$ cat src/rtl/axis_rx_multilane.sv
// axis_rx_multilane: oversampling multi-lane serial receiver feeding a FWFT FIFO and an AXI4-Stream master.
// Define AXIS_RX_OVF_CNT_EN to add the ovf_count port and its 16-bit saturating drop counter.
//
// state | meaning
// IDLE  | no packet in progress; waits for a sample event with svalid=1
// SHIFT | packet in progress; shifts one beat per sample event
module axis_rx_multilane #(
  parameter int PACKET_LENGTH  = 32,
  parameter int NUM_LANES      = 1,
  parameter int PKTS_PER_FRAME = 4,
  parameter int FIFO_DEPTH     = 4,
  parameter int SYNC_STAGES    = 2
) (
  input  logic                     aclk,
  input  logic                     areset,
  input  logic                     enable,
  input  logic                     sclk,
  input  logic [NUM_LANES-1:0]     sdata,
  input  logic                     svalid,
  output logic [PACKET_LENGTH-1:0] m_axis_tdata,
  output logic                     m_axis_tvalid,
  input  logic                     m_axis_tready,
  output logic                     m_axis_tlast,
  output logic                     m_axis_tuser,
`ifdef AXIS_RX_OVF_CNT_EN
  output logic [15:0]              ovf_count,
`endif
  output logic                     overflow
);

  localparam int BEATS = PACKET_LENGTH / NUM_LANES;
  localparam int CW    = $clog2(BEATS + 1);
  localparam int FW    = (PKTS_PER_FRAME > 1) ? $clog2(PKTS_PER_FRAME) : 1;
  localparam int AW    = $clog2(FIFO_DEPTH);
  localparam int EW    = PACKET_LENGTH + 2;

  typedef enum logic {IDLE, SHIFT} state_t;

  logic [SYNC_STAGES-1:0] sclk_sync, svalid_sync;
  logic [NUM_LANES-1:0]   sdata_sync [SYNC_STAGES];
  logic                   sclk_prev;
  logic                   sample, s_valid;
  logic [NUM_LANES-1:0]   s_data;

  always_ff @(posedge aclk) begin
    if (areset) begin
      sclk_sync   <= '0;
      svalid_sync <= '0;
      sclk_prev   <= 1'b0;
      for (int i = 0; i < SYNC_STAGES; i++) sdata_sync[i] <= '0;
    end else begin
      sclk_sync     <= {sclk_sync[SYNC_STAGES-2:0], sclk};
      svalid_sync   <= {svalid_sync[SYNC_STAGES-2:0], svalid};
      sdata_sync[0] <= sdata;
      for (int i = 1; i < SYNC_STAGES; i++) sdata_sync[i] <= sdata_sync[i-1];
      sclk_prev     <= sclk_sync[SYNC_STAGES-1];
    end
  end

  // Data and qualifier come from the same final stage as the falling sclk edge.
  assign sample  = sclk_prev & ~sclk_sync[SYNC_STAGES-1];
  assign s_data  = sdata_sync[SYNC_STAGES-1];
  assign s_valid = svalid_sync[SYNC_STAGES-1];

  state_t                   state, state_nxt;
  logic [PACKET_LENGTH-1:0] shift_reg, shift_nxt, beat_word, data_nxt;
  logic [CW-1:0]            beat_cnt, cnt_nxt;
  logic                     push_nxt, user_nxt;
  logic [FW-1:0]            frame_cnt;
  logic                     frame_last;
  logic                     push_vld;
  logic [EW-1:0]            push_word;

  always_comb begin
    state_nxt = state;
    shift_nxt = shift_reg;
    cnt_nxt   = beat_cnt;
    push_nxt  = 1'b0;
    user_nxt  = 1'b0;
    data_nxt  = shift_reg;
    beat_word = (shift_reg << NUM_LANES) | PACKET_LENGTH'(s_data);
    if (!enable) begin
      state_nxt = IDLE;
      shift_nxt = '0;
      cnt_nxt   = '0;
    end else if (sample) begin
      unique case (state)
        IDLE: begin
          if (s_valid) begin
            shift_nxt = PACKET_LENGTH'(s_data);
            if (BEATS == 1) begin
              push_nxt = 1'b1;
              data_nxt = PACKET_LENGTH'(s_data);
              cnt_nxt  = '0;
            end else begin
              cnt_nxt   = CW'(1);
              state_nxt = SHIFT;
            end
          end
        end
        SHIFT: begin
          if (s_valid) begin
            shift_nxt = beat_word;
            data_nxt  = beat_word;
            if (beat_cnt == CW'(BEATS - 1)) begin
              push_nxt  = 1'b1;
              cnt_nxt   = '0;
              state_nxt = IDLE;
            end else begin
              cnt_nxt = beat_cnt + 1'b1;
            end
          end else begin
            // Truncated packet: shift_reg is already right-aligned with zero upper bits.
            push_nxt  = 1'b1;
            user_nxt  = 1'b1;
            cnt_nxt   = '0;
            state_nxt = IDLE;
          end
        end
      endcase
    end
  end

  assign frame_last = (frame_cnt == FW'(PKTS_PER_FRAME - 1));

  always_ff @(posedge aclk) begin
    if (areset) begin
      state     <= IDLE;
      shift_reg <= '0;
      beat_cnt  <= '0;
      frame_cnt <= '0;
      push_vld  <= 1'b0;
      push_word <= '0;
    end else begin
      state     <= state_nxt;
      shift_reg <= shift_nxt;
      beat_cnt  <= cnt_nxt;
      push_vld  <= push_nxt;
      if (push_nxt) begin
        push_word <= {data_nxt, user_nxt, frame_last};
        frame_cnt <= frame_last ? '0 : frame_cnt + 1'b1;
      end
    end
  end

  logic [EW-1:0] mem [FIFO_DEPTH];
  logic [AW:0]   wr_ptr, rd_ptr;
  logic          fifo_empty, fifo_full, pop, push_ok;
  logic [EW-1:0] head;

  assign fifo_empty = (wr_ptr == rd_ptr);
  assign fifo_full  = (wr_ptr[AW] != rd_ptr[AW]) && (wr_ptr[AW-1:0] == rd_ptr[AW-1:0]);
  assign pop        = m_axis_tvalid & m_axis_tready;
  assign push_ok    = push_vld & (~fifo_full | pop);

  always_ff @(posedge aclk) begin
    if (push_ok) mem[wr_ptr[AW-1:0]] <= push_word;
  end

  always_ff @(posedge aclk) begin
    if (areset) begin
      wr_ptr   <= '0;
      rd_ptr   <= '0;
      overflow <= 1'b0;
    end else begin
      if (push_ok) wr_ptr <= wr_ptr + 1'b1;
      if (pop) rd_ptr <= rd_ptr + 1'b1;
      if (push_vld && !push_ok) overflow <= 1'b1;
    end
  end

`ifdef AXIS_RX_OVF_CNT_EN
  always_ff @(posedge aclk) begin
    if (areset) ovf_count <= '0;
    else if (push_vld && !push_ok && ovf_count != 16'hFFFF) ovf_count <= ovf_count + 1'b1;
  end
`endif

  // Outputs read zero while empty so the reset values hold without clearing the array.
  assign m_axis_tvalid = ~fifo_empty;
  assign head          = fifo_empty ? '0 : mem[rd_ptr[AW-1:0]];
  assign {m_axis_tdata, m_axis_tuser, m_axis_tlast} = head;

endmodule

$ cat config.mk
export PLATFORM = sky130hd
export DESIGN_NAME = axis_rx_multilane
export DESIGN_NICKNAME = d
export VERILOG_FILES = /design/src/rtl/axis_rx_multilane.sv
export SDC_FILE = /design/constraint.sdc
export NUM_CORES = 1
export LEC_CHECK = 0
export ABC_AREA = 1
export BUFFER_PORTS_ARGS = -buffer_cell sky130_fd_sc_hd__buf_2
export CORE_ASPECT_RATIO = 2
export CORE_MARGIN = 2
export CORE_UTILIZATION = 45
export CTS_CLUSTER_DIAMETER = 40
export CTS_CLUSTER_SIZE = 8
export DETAILED_ROUTE_END_ITERATION = 12
export PLACE_DENSITY = 0.6
export SETUP_SLACK_MARGIN = 0.4
export SYNTH_ARGS = -nofsm -noshare
export SYNTH_HDL_FRONTEND = slang
export SYNTH_SLANG_ARGS = --single-unit
export TNS_END_PERCENT = 100
$ cat constraint.sdc
create_clock -name aclk -period 3.85 [get_ports aclk]
set_clock_uncertainty 0.05 [all_clocks]
set_input_delay 0.5775 -clock aclk [delete_from_list [all_inputs] [get_ports aclk]]
set_output_delay 0.5775 -clock aclk [all_outputs]
set_load 0.05 [all_outputs]
== After elaboration in Yosys (flattened, before gate mapping) ==
Memories as Yosys holds them, arrays and structs flattened. A register that Yosys moved wholly into a read port is not among the register bits.
Cells that the tools add are included.

* Output and inout port bits: 36
* Register bits after elaboration: 88
* Memories kept: 2
* Input bits: 7
* Bits in writable memories: 138
* Logic and storage cells: 75

* Bitwise gates (word level): 12
* Reductions and logical operators: 5
* Equal/unequal tests: 6
* $add $sub $neg: 4
* Muxes and demuxes: 34

{| class="wikitable"
|+ Memory list
! memory !! words !! width !! rd ports !! clocked after memory_dff !! wr ports !! RTL line !! RTL
|-
| mem || 4 || 34 || 1 || 1 || 1 || 146 || <nowiki>logic [EW-1:0] mem [FIFO_DEPTH];</nowiki>
|-
| sdata_sync || 2 || 1 || 2 || 0 || 2 || 40 || <nowiki>logic [NUM_LANES-1:0] sdata_sync [SYNC_STAGES];</nowiki>
|}

{| class="wikitable"
|+ Operators with widths
! kind !! count
|-
| 2-to-1 mux 32 bit || 5
|-
| case mux 32 bit (2 select lines) || 1
|-
| 2-to-1 mux 34 bit || 1
|-
| bitwise OR 32 x 1 -> 32 bit || 1
|-
| 2-to-1 mux 1 bit || 19
|-
| 2-to-1 mux 6 bit || 3
|-
| case mux 6 bit (2 select lines) || 1
|-
| adder 3 x 1 -> 3 bit, second input constant || 2
|-
| adder 6 x 1 -> 6 bit, second input constant || 1
|-
| equality test 6 x 5 -> 1 bit, second input constant || 1
|-
| 2-to-1 mux 2 bit || 3
|-
| inverter 1 bit || 5
|-
| AND 1 bit || 3
|-
| equality test 3 bit || 1
|-
| bitwise OR 1 bit || 3
|-
| adder 2 x 1 -> 2 bit, second input constant || 1
|-
| equality test 2 bit || 1
|-
| equality test 2 bit, second input constant || 1
|-
| logical AND 1 bit || 2
|-
| inequality test 2 bit, second input constant || 1
|-
| case mux 1 bit (2 select lines) || 1
|-
| AND reduction 2 bit || 1
|-
| OR reduction 2 bit || 1
|-
| zero test 1 bit || 1
|-
| inequality test 1 bit || 1
|}

== Logic depth before layout (Yosys ltp) ==
* Word-level depth: 7
* Gate-level depth with buffers: 10
* Gate-level depth less buffers: 9

== Least setup slack after synthesis ==
OpenSTA, ideal clock, no wires.

* Path type: input to register
* Start: in m_axis_tready
* End: mem mem[0][0] (netlist bit) (enable)
* Buffers on the path: 0
* Arrival time: 2315 ps
* Required time: 3375 ps
* Cell stages on the path: 4
* Library setup time: 425 ps
* Slack: 1060 ps
* Path through: nor2_1 nand2_1 nand2_1 nor2_1

* Longest elaborated chain between the ends: 5

{| class="wikitable"
|+ Ends and longest elaborated chain
! what !! RTL line !! RTL
|-
| from (decl) || 22 || <nowiki>input logic m_axis_tready,</nowiki>
|-
| AND 1 bit || 153 || <nowiki>assign pop = m_axis_tvalid & m_axis_tready;</nowiki>
|-
| bitwise OR 1 bit || 154 || <nowiki>assign push_ok = push_vld & (~fifo_full | pop);</nowiki>
|-
| AND 1 bit || 154 ||
|-
| 2-to-1 mux 1 bit || 157 || <nowiki>if (push_ok) mem[wr_ptr[AW-1:0]] <= push_word;</nowiki>
|-
| 2-to-1 mux 1 bit (implied by the code) || 157 ||
|-
| to (decl) || 146 ||
|}

Every way passes these cells.

==> impl_metrics.ini <==
[routing]
ant_nets = 0
drt-initial-drc-count = 417
drc = 0
firstDrtPassIters = 5
num_vias = 6275
drt-total-wl_mm = 18.9
wl_per_cell_um = 15.2
viasPerCell = 5.06

[logic_synthesis]
syn-instance-count = 916
syn-num-nets = 930
synth.distinct_cells = 27
yosysMostFrequentCell = nand2_1
synth_flop_cell = edfxtp_1
yosysTopAreaCell = edfxtp_1
ys_seq_area_share_pct = 63.9
synth-edff-count = 136
ys_warn_count = 0
synth_area_um2 = 9280
yosys-top-cells-area = edfxtp_1 44%, dfxtp_1 20%, nand2_1 7.1%, o21ai_0 5.1%, nor2_1 4.0%
async_reset_ff_share_pct = 0
syn_avg_cell_area_um2 = 10.1
synth_commonest_cells = 175 x nand2_1, 136 x edfxtp_1, 99 x nor2_1
yosysTopAreaCellShare_pct = 44.0
ys_ff_latch = 228

[critical_path]
crit_path_end_kind = output pin
critPathSlowestCell = dfxtp_2
cp_cell_sequence = buf_4 > o21ai_0 > o22ai_1 > nand2_1 > inv_1 > buf_2
worstPathArrival_ps = 2270
crit_fanout = 40
crit_required_ps = 3220
criticalPathCategory = flop to output pin
critPathMaxStageDelay_ps = 790
cp-start-kind = flop

[finish]
drive_above_1_share_pct = 11.4
num_antenna_cells = 0
fill_cells = 1851
largest_register_ffs = 136
fin_util_pct = 52.4
layout.nets = 967
syn2layout_area_growth_pct = 15.0

[clock_network]
cts_tree = yes
cts_max_level = 2
postCtsSetupBuffers = 0
clkTransAtPathRegs_ps = 50
cts_buffer_depth = 3
cts_root_buffer = clkbuf_16
postCtsResizedCells = 0
cts_hold_buf = 0
numCtsBuffers = 34
clock-sinks = 228
insertion_delay_ps = 480

[sta]
rsz0062_at_grt = false
worstMarginPinSlew_ps = 1060
max_freq_mhz = 345
hold_viol_final = 0
slew_headroom_pct = 28.9
finalMaxSlewViolations = 0
hold_slack_ps = 248
period_needed_ps = 2900
layout_worst_path_cycle_share_pct = 75.3
finalSetupViolCount = 0
setup_tns_ps = 0

[global_routing]
grt-ovfl-total = 0
grt_max_degree = 69
antenna_found_initial = 0
grt_pass1_vias = 6110
grt_pass1_wl_mm = 31.0
grt_usage_pct = 17.6

[hold_path]
hp-class = input port to flop

[place]
port_buffers = 42
gp_congestion = 0.777
hpwl_mm = 11.1

[power_and_ir_drop]
power_switching_mw = 1.05
power.total_mw = 5.38
p_leak_nw = 4.24
power.density_nw_per_um2 = 505
clkPwrFrac_pct = 50.6
pwr-share-comb_pct = 1.6
internal_power_mw = 4.33
vdd_drop_max_v = 0.000328
seq_power_share_pct = 47.8
p_sw_share_pct = 19.6

[floorplanning]
die_height_um = 207
start_util_pct = 45.5
coreArea_um2 = 20400
die_x_um = 106
num_rows = 74
dieArea_um2 = 21800
top_level_ports = 43

[run_status]
status = completed

[flow_run]
maxCapViolations = 0
cell usage in the layout (no fill, tap or decap), types with 3 or more instances in the layout:
cell type and count:
nand3_1 11, nor2_1 95, mux2i_1 34, buf_4 13
xor2_1 3, inv_1 82, clkbuf_1 20, a21oi_1 73
nand2_1 175, ha_1 7, buf_2 42, clkbuf_16 35
nor2_4 6, edfxtp_1 136, o21ai_0 95, dfxtp_1 90
o22ai_1 35, o21ai_2 3
critical path, delay by kind of cell, from the launching register on:
| kind | cells | cell delay (ps) |
|---|---|---|
| buf+inv | 3 | 630 |
| flops | 1 | 790 |
| compound gates | 2 | 260 |
| simple gates | 1 | 80 |
worst paths after layout:
path | startpoint | endpoint | depth (start not counted) | slack, ps
setup reg to reg | svalid_sync[1] | beat_cnt[5] | 6 | 1410
setup / recovery | flop | m_axis_tdata[24] | 6 | 950
hold / removal | sdata | sdata_sync[0][0] | 3 | 250
hold reg to reg | sclk_sync[0] | sclk_sync[1] | 2 | 350
final cells by class:
class	instances	area, um^2	share of cell area [%]
timing repair buffer	56	328	3.07
inverter	84	315	2.96
clock buffer	55	951	8.92
sequential	228	5930	55.6
tap	266	333	3.12
multi-input combinational	549	2770	26.0
clock inverter	2	38.8	0.364
power groups by stage:
stage	clock network [mW]	logic, mW	registers (mW)
2_1_floorplan	0	0.0686	2.61
3_3_place_gp	0	0.0869	2.62
3_5_place_dp	0	0.0877	2.62
4_1_cts	2.77	0.0881	2.57
5_1_grt	2.89	0.0961	2.57
6_report	2.72	0.0859	2.57
stage by stage:
step / area [um^2] / setup WS, ps / cells
2_1_floorplan: 9280 / 1060 / 916
3_3_place_gp: 9670 / 1430 / 1183
3_5_place_dp: 9670 / 1420 / 1183
4_1_cts: 10700 / 890 / 1240
5_1_grt: 10700 / 746 / 1240
6_report: 10700 / 952 / 1240
routing by layer:
layer / vias up / track usage [%] / part of all wire [%]
met4: 0 / 6.35 / 2.5
met1: 2980 / 20.3 / 41
met2: 104 / 32.6 / 54
met5: - / 0 / 0
met3: 35 / 2.45 / 3.1
li1: 3156 / - / -
cell families after synthesis:
kind of cell,after synthesis,synth area share (%)
AO/OA/AOI/OAI,210,12.0
multiplexers,34,3.67
flip-flops,228,63.9
adder cells (fa/ha/maj),7,0.944
buffers and inverters,139,6.66
AND/OR/NAND/NOR,295,12.6
XOR/XNOR,3,0.283
(Power assumes the default switching activity.)
